===== config.mk =====
export PLATFORM = sky130hd
export DESIGN_NAME = credit_bank
export DESIGN_NICKNAME = d
export VERILOG_FILES = /design/src/rtl/credit_bank.sv
export SDC_FILE = /design/constraint.sdc
export NUM_CORES = 1
export LEC_CHECK = 0
export BUFFER_PORTS_ARGS = -buffer_cell sky130_fd_sc_hd__buf_2
export CAP_MARGIN = 20
export CORE_ASPECT_RATIO = 2
export CORE_MARGIN = 2
export CORE_UTILIZATION = 42
export DETAILED_ROUTE_END_ITERATION = 6
export PLACE_DENSITY = 0.68
export SYNTH_ARGS = -nofsm -noshare
export SYNTH_HDL_FRONTEND = slang
export SYNTH_SLANG_ARGS = --single-unit

===== constraint.sdc =====
create_clock -name clk -period 3.16 [get_ports clk]
set_input_delay 0.632 -clock clk [delete_from_list [all_inputs] [get_ports clk]]
set_output_delay 0.632 -clock clk [all_outputs]
set_load 0.01 [all_outputs]

===== src/rtl/credit_bank.sv =====
// credit_bank: debounced coin keys feed a saturating credit counter.
// One- and two-player start requests are arbitrated against the current credit count.
module credit_bank #(
  parameter int unsigned NUM_SLOTS        = 2,
  parameter int unsigned COINS_PER_CREDIT = 1,
  parameter int unsigned MAX_CREDITS      = 9,
  parameter int unsigned DEBOUNCE_CYCLES  = 16
) (
  input  logic                 clk,
  input  logic                 resetN,
  input  logic                 standBy,
  input  logic [NUM_SLOTS-1:0] keyCoinN,
  input  logic                 freePlay,
  input  logic                 startReq,
  input  logic                 startPlayers,
  output logic                 startGrant,
  output logic                 startDeny,
  output logic [NUM_SLOTS-1:0] coinAccepted,
  output logic [NUM_SLOTS-1:0] coinRejected,
  output logic [3:0]           credits,
  output logic [2:0]           coinPartial,
  output logic                 coinLockout
);

  localparam int unsigned CNT_W = (DEBOUNCE_CYCLES > 2) ? $clog2(DEBOUNCE_CYCLES) : 1;
  localparam logic [CNT_W-1:0] LAST_CNT = CNT_W'(DEBOUNCE_CYCLES - 1);
  localparam logic [3:0] MAX_C = 4'(MAX_CREDITS);
  localparam logic [3:0] CPC_C = 4'(COINS_PER_CREDIT);

  typedef enum logic [2:0] {
    ARM         = 3'd0,
    IDLE        = 3'd1,
    PRESS_CNT   = 3'd2,
    HELD        = 3'd3,
    RELEASE_CNT = 3'd4
  } dbState_t;

  logic [NUM_SLOTS-1:0] pressEvt;
  logic [NUM_SLOTS-1:0] pending;
  logic [NUM_SLOTS-1:0] pendingNext;
  logic [NUM_SLOTS-1:0] svcOneHot;
  logic [NUM_SLOTS-1:0] acceptNext;
  logic [NUM_SLOTS-1:0] rejectNext;
  logic [2:0]           partialNext;
  logic [3:0]           creditsNext;
  logic [3:0]           cost;
  logic [3:0]           dec;
  logic                 inc;
  logic                 grantNext;
  logic                 denyNext;

  for (genvar g = 0; g < NUM_SLOTS; g++) begin : gSlot
    logic [1:0]       syncQ;
    logic             sample;
    dbState_t         state;
    dbState_t         stateNext;
    logic [CNT_W-1:0] cnt;
    logic [CNT_W-1:0] cntNext;
    logic             evt;

    // Two-flop synchronizer for the asynchronous key, idles high
    always_ff @(posedge clk or posedge resetN) begin
      if (resetN) syncQ <= 2'b11;
      else        syncQ <= {syncQ[0], keyCoinN[g]};
    end

    assign sample = syncQ[1];

    // Debounce state and run-length counter
    always_ff @(posedge clk or posedge resetN) begin
      if (resetN) begin
        state <= ARM;
        cnt   <= '0;
      end else begin
        state <= stateNext;
        cnt   <= cntNext;
      end
    end

    // Debounce next state: a press counts only after a stable release and a stable fresh press
    always_comb begin
      stateNext = state;
      cntNext   = cnt;
      case (state)
        ARM: begin
          if (sample) begin
            if (cnt == LAST_CNT) begin
              stateNext = IDLE;
              cntNext   = '0;
            end else begin
              cntNext = cnt + CNT_W'(1);
            end
          end else begin
            cntNext = '0;
          end
        end
        IDLE: begin
          if (!sample) begin
            stateNext = PRESS_CNT;
            cntNext   = CNT_W'(1);
          end
        end
        PRESS_CNT: begin
          if (!sample) begin
            if (cnt == LAST_CNT) begin
              stateNext = HELD;
              cntNext   = '0;
            end else begin
              cntNext = cnt + CNT_W'(1);
            end
          end else begin
            stateNext = IDLE;
            cntNext   = '0;
          end
        end
        HELD: begin
          if (sample) begin
            stateNext = RELEASE_CNT;
            cntNext   = CNT_W'(1);
          end
        end
        RELEASE_CNT: begin
          if (sample) begin
            if (cnt == LAST_CNT) begin
              stateNext = IDLE;
              cntNext   = '0;
            end else begin
              cntNext = cnt + CNT_W'(1);
            end
          end else begin
            stateNext = HELD;
            cntNext   = '0;
          end
        end
        default: begin
          stateNext = ARM;
          cntNext   = '0;
        end
      endcase
    end

    // Debounce output: one-cycle event on the last qualifying low sample
    always_comb begin
      evt = 1'b0;
      if (state == PRESS_CNT && !sample && cnt == LAST_CNT) evt = 1'b1;
    end

    assign pressEvt[g] = evt;
  end

  // Coin arbitration, credit arithmetic and start decision, all from pre-cycle credits
  always_comb begin
    svcOneHot   = '0;
    acceptNext  = '0;
    rejectNext  = '0;
    partialNext = coinPartial;
    inc         = 1'b0;
    dec         = 4'd0;
    cost        = startPlayers ? 4'd2 : 4'd1;
    grantNext   = 1'b0;
    denyNext    = 1'b0;
    pendingNext = pending;
    if (!standBy) begin
      svcOneHot = pending & (~pending + NUM_SLOTS'(1));
      if (|pending) begin
        if (credits < MAX_C) begin
          acceptNext = svcOneHot;
          if (4'(coinPartial) + 4'd1 == CPC_C) begin
            partialNext = 3'd0;
            inc         = 1'b1;
          end else begin
            partialNext = coinPartial + 3'd1;
          end
        end else begin
          rejectNext = svcOneHot;
        end
      end
      if (startReq) begin
        if (freePlay) begin
          grantNext = 1'b1;
        end else if (credits >= cost) begin
          grantNext = 1'b1;
          dec       = cost;
        end else begin
          denyNext = 1'b1;
        end
      end
      // A press arriving while its slot is still pending is merged into it
      pendingNext = (pending & ~svcOneHot) | (pressEvt & ~pending);
    end
    creditsNext = credits + 4'(inc) - dec;
  end

  // Registered state and outputs
  always_ff @(posedge clk or posedge resetN) begin
    if (resetN) begin
      pending      <= '0;
      coinAccepted <= '0;
      coinRejected <= '0;
      coinPartial  <= 3'd0;
      credits      <= 4'd0;
      coinLockout  <= 1'b0;
      startGrant   <= 1'b0;
      startDeny    <= 1'b0;
    end else begin
      pending      <= pendingNext;
      coinAccepted <= acceptNext;
      coinRejected <= rejectNext;
      coinPartial  <= partialNext;
      credits      <= creditsNext;
      coinLockout  <= (creditsNext == MAX_C);
      startGrant   <= grantNext;
      startDeny    <= denyNext;
    end
  end

endmodule


==> flow_metrics.tcl, run 1 <==
set metrics [dict create \
    grt.total_usage_pct 16.0 \
    synthesis.area_um2 1950 \
    async_reset_ff_share_pct 100 \
    power_w 0.00130 \
    grt_pass1_vias 1366 \
    drtIter0Drc 22 \
    synth.avg_cell_area_um2 9.86 \
    slew-limit-headroom_pct 59.8 \
    setup_tns_ns 0 \
    worstPathArrival_ns 3.10 \
    max_freq_mhz 343 \
    hold_class "reg2reg" \
    syn_inst 198 \
    status "completed" \
    htree_levels 2 \
    cap_violations 0 \
    synth_most_common_cell "dfrtp_1" \
    wirelength_um 3670 \
    cp-end-kind "register" \
    worstPathCellList "buf_2 -> inv_1 -> ha_1 -> nand2b_1 -> a21oi_1 -> o21ai_2 -> or3b_2 -> ha_1 -> ha_1 -> a21o_1 -> a21oi_1 -> xor2_1 -> nor4b_2" \
    grt_max_degree 20 \
    cts_buffers 5 \
    tightestPinTransition_ns 0.602 \
    gp_congestion 0.777 \
    slowest_delay_ns 0.46 \
    vias 1456 \
    syn2layout_area_growth_pct 13.1 \
    ys.flop_type "dfrtp_1" \
    synth_top_cell_area_share_pct 38.4 \
    clkLatencyLatePin_ns 0.28 \
    setup_viol 0 \
    rsz0062_at_grt "false" \
    dpl.hpwl_um 2840 \
    cp_data_required_time_ns 3.35 \
    crit_top_cell "ha_1" \
    start_util_pct 42.9 \
    crit_buf_inv 2 \
    grt_remaining_overflow 0 \
    yosys.cell_types.count 49 \
    viasPerCell 5.24 \
    ys_seq_elements 34 \
    synth_edf_count 0 \
    antenna_found_initial 0 \
    finalCritPeriodShare_pct 92.3 \
    coreArea_um2 4550 \
    n_antenna_cell 0 \
    post_drt_wl_per_cell_um 13.2 \
    cp_top_family "adder cells" \
    crit_type "in2reg" \
    dr.pass1.iters 4 \
    layout-drive-gt1-share_pct 20.2 \
    hold_violations 0 \
    dieArea_um2 5240 \
    drc 0 \
    port_buffers 21 \
    synth_common_cells "dfrtp_1 (30), inv_1 (18), ha_1 (15), nor2_1 (15), o21ai_0 (15)" \
    grt_pass1_wl_um 6200 \
    skew_ns 0.00460 \
    final_nets 246 \
    synth_warnings 0 \
    worst-path-max-fanout 3 \
    min_period_ns 2.92 \
    clk_pin_slew_ns 0.07 \
    cp-start-kind "input port" \
    p_leak_nw 1.08 \
    crit_slowest_cell "or3b_2" \
    clock_path_buffers 2 \
    clock_sinks 34 \
    cts_root_buf "clkbuf_8" \
    power.density_nw_per_um2 589 \
    yosysTopAreaCell "dfrtp_1" \
    cts_tree "done" \
    seq_area_frac_synth_pct 43.8 \
    io_pins 22 \
    ir_drop_mv 0.595 \
    synthTopCellsByArea "dfrtp_1 (38%), ha_1 (9.6%), dfstp_2 (5.4%), o21ai_0 (3.8%), inv_1 (3.5%)" \
    synth_fp_nets 222 \
    slew_violations 0 \
    chipWidth_um 52.2 \
    rows 35 \
    ant_nets 0 \
    die_h_um 100 \
]
-- power breakdown --
part           internal [W]  switching (W)
clock              0.000176       0.000153
sequential         0.000487      0.0000453
combinational      0.000204       0.000237
total              0.000866       0.000435
-- metrics by stage --
step                      cells  setup WS (ns)  area (um^2)  utilization (%)  hold WS, ns
after CTS                   277          0.230         2200             48.3        0.363
final                       278          0.244         2210             48.5        0.355
after global routing        278         0.0223         2210             48.5        0.367
after global placement      269       0.000218         2110             46.3        0.346
after floorplan             198          0.133         1950                -        0.345
after detailed placement    269        -0.0587         2110             46.3        0.349
-- layer usage --
layer / global-route usage (%) / part of all wire, % / routed length (um)
met5: 0 / 0 / 0
met4: 7.10 / 2.0 / 75
met3: 2.98 / 3.1 / 115
met2: 28.4 / 56 / 2060
met1: 17.8 / 39 / 1420
-- logic make-up (layout without fill, tap and decap cells) --
kind of cell,Yosys count,count (layout),synth area share [%]
muxes,1,1,0.577
adders and majority gates,17,17,11.1
DFF,34,34,43.8
xor gates and xnor gates,10,10,4.48
AOI/OAI and AO/OA,50,50,17.2
and+or+nand+nor,59,59,16.9
buffers and inverters,27,52,5.89
-- cell type report --
| class | count | area, um^2 |
|---|---|---|
| inverter | 18 | 67.6 |
| clock buffer | 7 | 86.3 |
| fill | 459 | 2350 |
| tap | 55 | 68.8 |
| sequential | 34 | 856 |
| timing repair buffer | 26 | 143 |
| clock inverter | 1 | 5.00 |
| multi-input combinational | 137 | 982 |
-- sequential cells by signal (all words and copies together), names as in the netlist --
name / count
coinAccepted: 2
coinLockout: 1
coinPartial: 3
coinRejected: 2
credits: 4
gSlot.cnt: 8
gSlot.state: 6
gSlot.syncQ: 4
pending: 2
startDeny: 1
startGrant: 1
-- worst paths after layout --
| kind | start | endpoint | cells past startpoint | slack [ns] |
|---|---|---|---|---|
| max in group asynchronous | resetN | gSlot[0].syncQ[0] | 3 | 2.01 |
| worst min-delay path | gSlot[0].syncQ[0] | gSlot[0].syncQ[1] | 0 | 0.35 |
| min in group asynchronous | resetN | gSlot[1].cnt[3] | 2 | 0.41 |
| worst max-delay path | startPlayers | coinLockout | 13 | 0.24 |
| worst min register to register | gSlot[0].syncQ[0] | gSlot[0].syncQ[1] | 0 | 0.35 |
| worst max register to register | credits[0] | coinLockout | 12 | 0.37 |
-- cell usage in the layout, fill, tap and decap left out, types with 2 or more instances in the layout --
master / instances
o41ai_1: 2
nand2b_1: 6
and2_1: 2
o21ai_0: 15
nand3_1: 6
dfstp_2: 4
buf_4: 5
a21o_1: 3
ha_1: 15
a22oi_1: 2
nor3_1: 4
clkbuf_8: 6
xor2_1: 7
o2bb2ai_1: 2
dfrtp_1: 30
nor2_1: 15
a2bb2oi_1: 2
inv_1: 18
nand2_1: 11
a31oi_1: 5
nor3b_1: 2
nor2b_1: 4
buf_2: 21
xnor2_1: 3
a21oi_1: 8
-- what timing repair did --
action | 4_1_cts | 5_1_grt
endpoints found under the hold margin | 0 | 0
hold buffers | 0 | 0
endpoints found under the setup margin | 0 | 1
gates resized for setup | 0 | 0
setup buffers | 0 | 1
Power figures use the tool's default switching activity.
==> run 2, diff against run 1 <==
--- a/config.mk
+++ b/config.mk
@@ -7,11 +7,12 @@
 export LEC_CHECK = 0
 export BUFFER_PORTS_ARGS = -buffer_cell sky130_fd_sc_hd__buf_2
 export CAP_MARGIN = 20
-export CORE_ASPECT_RATIO = 2
+export CORE_ASPECT_RATIO = 0.9
 export CORE_MARGIN = 2
 export CORE_UTILIZATION = 42
 export DETAILED_ROUTE_END_ITERATION = 6
 export PLACE_DENSITY = 0.68
+export REMOVE_ABC_BUFFERS = 1
 export SYNTH_ARGS = -nofsm -noshare
 export SYNTH_HDL_FRONTEND = slang
 export SYNTH_SLANG_ARGS = --single-unit
==> run 2 against run 1 <==
  * Sequential share of layout area shrank 0.088 points
  * Via count shrank 2.1%
  * First-iteration DRC count grew to 3.0 times the previous value
  * Largest cell class unchanged
  * Global-route usage shrank 0.67 points
  * Clock-buffer cell count shrank 1
  * Critical path type is now reg2reg
  * Cell count grew 2.2%
  * Core utilization grew 1.1 points
  * Register-to-register slack lost 0.13 ns
  * Total power shrank 1.2%
  * Critical path depth shrank 1
==> flow_metrics.tcl, run 2 (synthesis results as in run 1) <==
set metrics [dict create \
    ant_nets 0 \
    post_cts_resized 0 \
    syn2layout_area_growth_pct 13.3 \
    cts_hold_buf 0 \
    setup_tns_ns 0 \
    setup_viol 0 \
    nFillCells 406 \
    htree_levels 2 \
    coreArea_um2 4460 \
    grt.total_usage_pct 15.3 \
    clock_path_buffers 2 \
    cts_tree "done" \
    rows 23 \
    drc 0 \
    hold_violations 0 \
    largest_register_ffs 8 \
    wirelength_um 3420 \
    dpl_worst_slack_ns -0.0379 \
    gp_congestion 0.803 \
    dpl.hpwl_um 2470 \
    postCtsSetupBuffers 0 \
    grt_pass1_vias 1316 \
    clock_sinks 34 \
    antenna_found_initial 0 \
    max_freq_mhz 342 \
    hold_class "reg2reg" \
    dieArea_um2 5210 \
    setup_ws_ns 0.236 \
    post_drt_wl_per_cell_um 12.1 \
    drtIter0Drc 66 \
    skew_ns 0.00244 \
    cp-start-kind "register" \
    grt_remaining_overflow 0 \
    reg_top3 "gSlot.cnt x8, gSlot.state x6" \
    tightestPinTransition_ns 0.424 \
    worst-path-max-fanout 4 \
    worstPathArrival_ns 3.12 \
    slew-limit-headroom_pct 71.8 \
    chipWidth_um 75.9 \
    crit_type "reg2reg" \
    cp_data_required_time_ns 3.36 \
    layout_commonest_cell "dfrtp_1" \
    port_buffers 21 \
    slew_violations 0 \
    top_register "gSlot.cnt" \
    final_nets 245 \
    power.density_nw_per_um2 581 \
    cts_buffers 5 \
    grt_max_degree 35 \
    finalCritPeriodShare_pct 92.5 \
    vias 1426 \
    dr.pass1.iters 4 \
    final_cell_mix "dfrtp_1 (30), buf_2 (21), inv_1 (18)" \
    p_leak_nw 1.07 \
    fin_cells 284 \
    cap_violations 0 \
    clk_pin_slew_ns 0.07 \
    n_antenna_cell 0 \
    die_h_um 68.7 \
    layout-drive-gt1-share_pct 20.3 \
    grt_pass1_wl_um 5930 \
    io_pins 22 \
    start_util_pct 43.8 \
    rsz0062_at_grt "false" \
    cp-end-kind "register" \
    cts_root_buf "clkbuf_8" \
    viasPerCell 5.02 \
    status "completed" \
    min_period_ns 2.92 \
    dp_cells 276 \
    clkLatencyLatePin_ns 0.28 \
    ir_drop_mv 0.354 \
]
## run 2: per-layer routing
metal,part of all wire (%),up-vias,GRT usage (%)
met5,0,-,0
met4,1.2,0,4.82
met3,5.8,6,5.67
met2,41,28,21.8
met1,52,661,21.5
li1,-,731,-
## run 2: final cells by class
cell class                      count  area (um^2)  area share (%)
Sequential cell                    34          856            38.7
Clock buffer                        6         82.6            3.73
Multi-Input combinational cell    137          982            44.4
Clock inverter                      2         12.5           0.565
Timing Repair Buffer               25          135            6.11
Tap cell                           62         77.6            3.50
Inverter                           18         67.6            3.05
## run 2: worst paths after layout
kind | start | end | slack [ns] | cells past startpoint
setup / recovery | credits[0] | coinLockout | 0.24 | 12
hold / removal | gSlot[0].syncQ[0] | gSlot[0].syncQ[1] | 0.36 | 0
setup reg to reg | credits[0] | coinLockout | 0.24 | 12
hold reg to reg | gSlot[0].syncQ[0] | gSlot[0].syncQ[1] | 0.36 | 0
max in group asynchronous | resetN | gSlot[0].syncQ[0] | 2.40 | 3
min in group asynchronous | resetN | gSlot[0].state[1] | 0.43 | 3
## run 2: metrics by stage
step | instance area (um^2) | power [W] | util [%] | hold WS (ns)
after global placement | 2120 | 0.000954 | 47.5 | 0.346
after global routing | 2210 | 0.00138 | 49.6 | 0.365
final | 2210 | 0.00129 | 49.6 | 0.359
after CTS | 2210 | 0.00130 | 49.6 | 0.358
after floorplan | 1910 | 0.000832 | - | 0.345
after detailed placement | 2120 | 0.000964 | 47.5 | 0.348
## run 2: power breakdown
group	leakage [nW]	total [W]	switching [W]	internal, W
registers	0.442	0.000541	0.0000539	0.000487
logic	0.583	0.000415	0.000221	0.000194
clock network	0.0472	0.000332	0.000157	0.000175
total	1.07	0.00129	0.000432	0.000855
## run 2: worst max-delay path, stage by stage, from the launching register on
cell	delay (ns)
dfrtp_1	0.43
inv_1	0.06
ha_1	0.27
nand2b_1	0.09
a21oi_1	0.07
o21ai_2	0.12
or3b_2	0.46
ha_1	0.30
ha_1	0.30
a21o_1	0.15
a21oi_1	0.18
xor2_1	0.19
nor4b_2	0.21
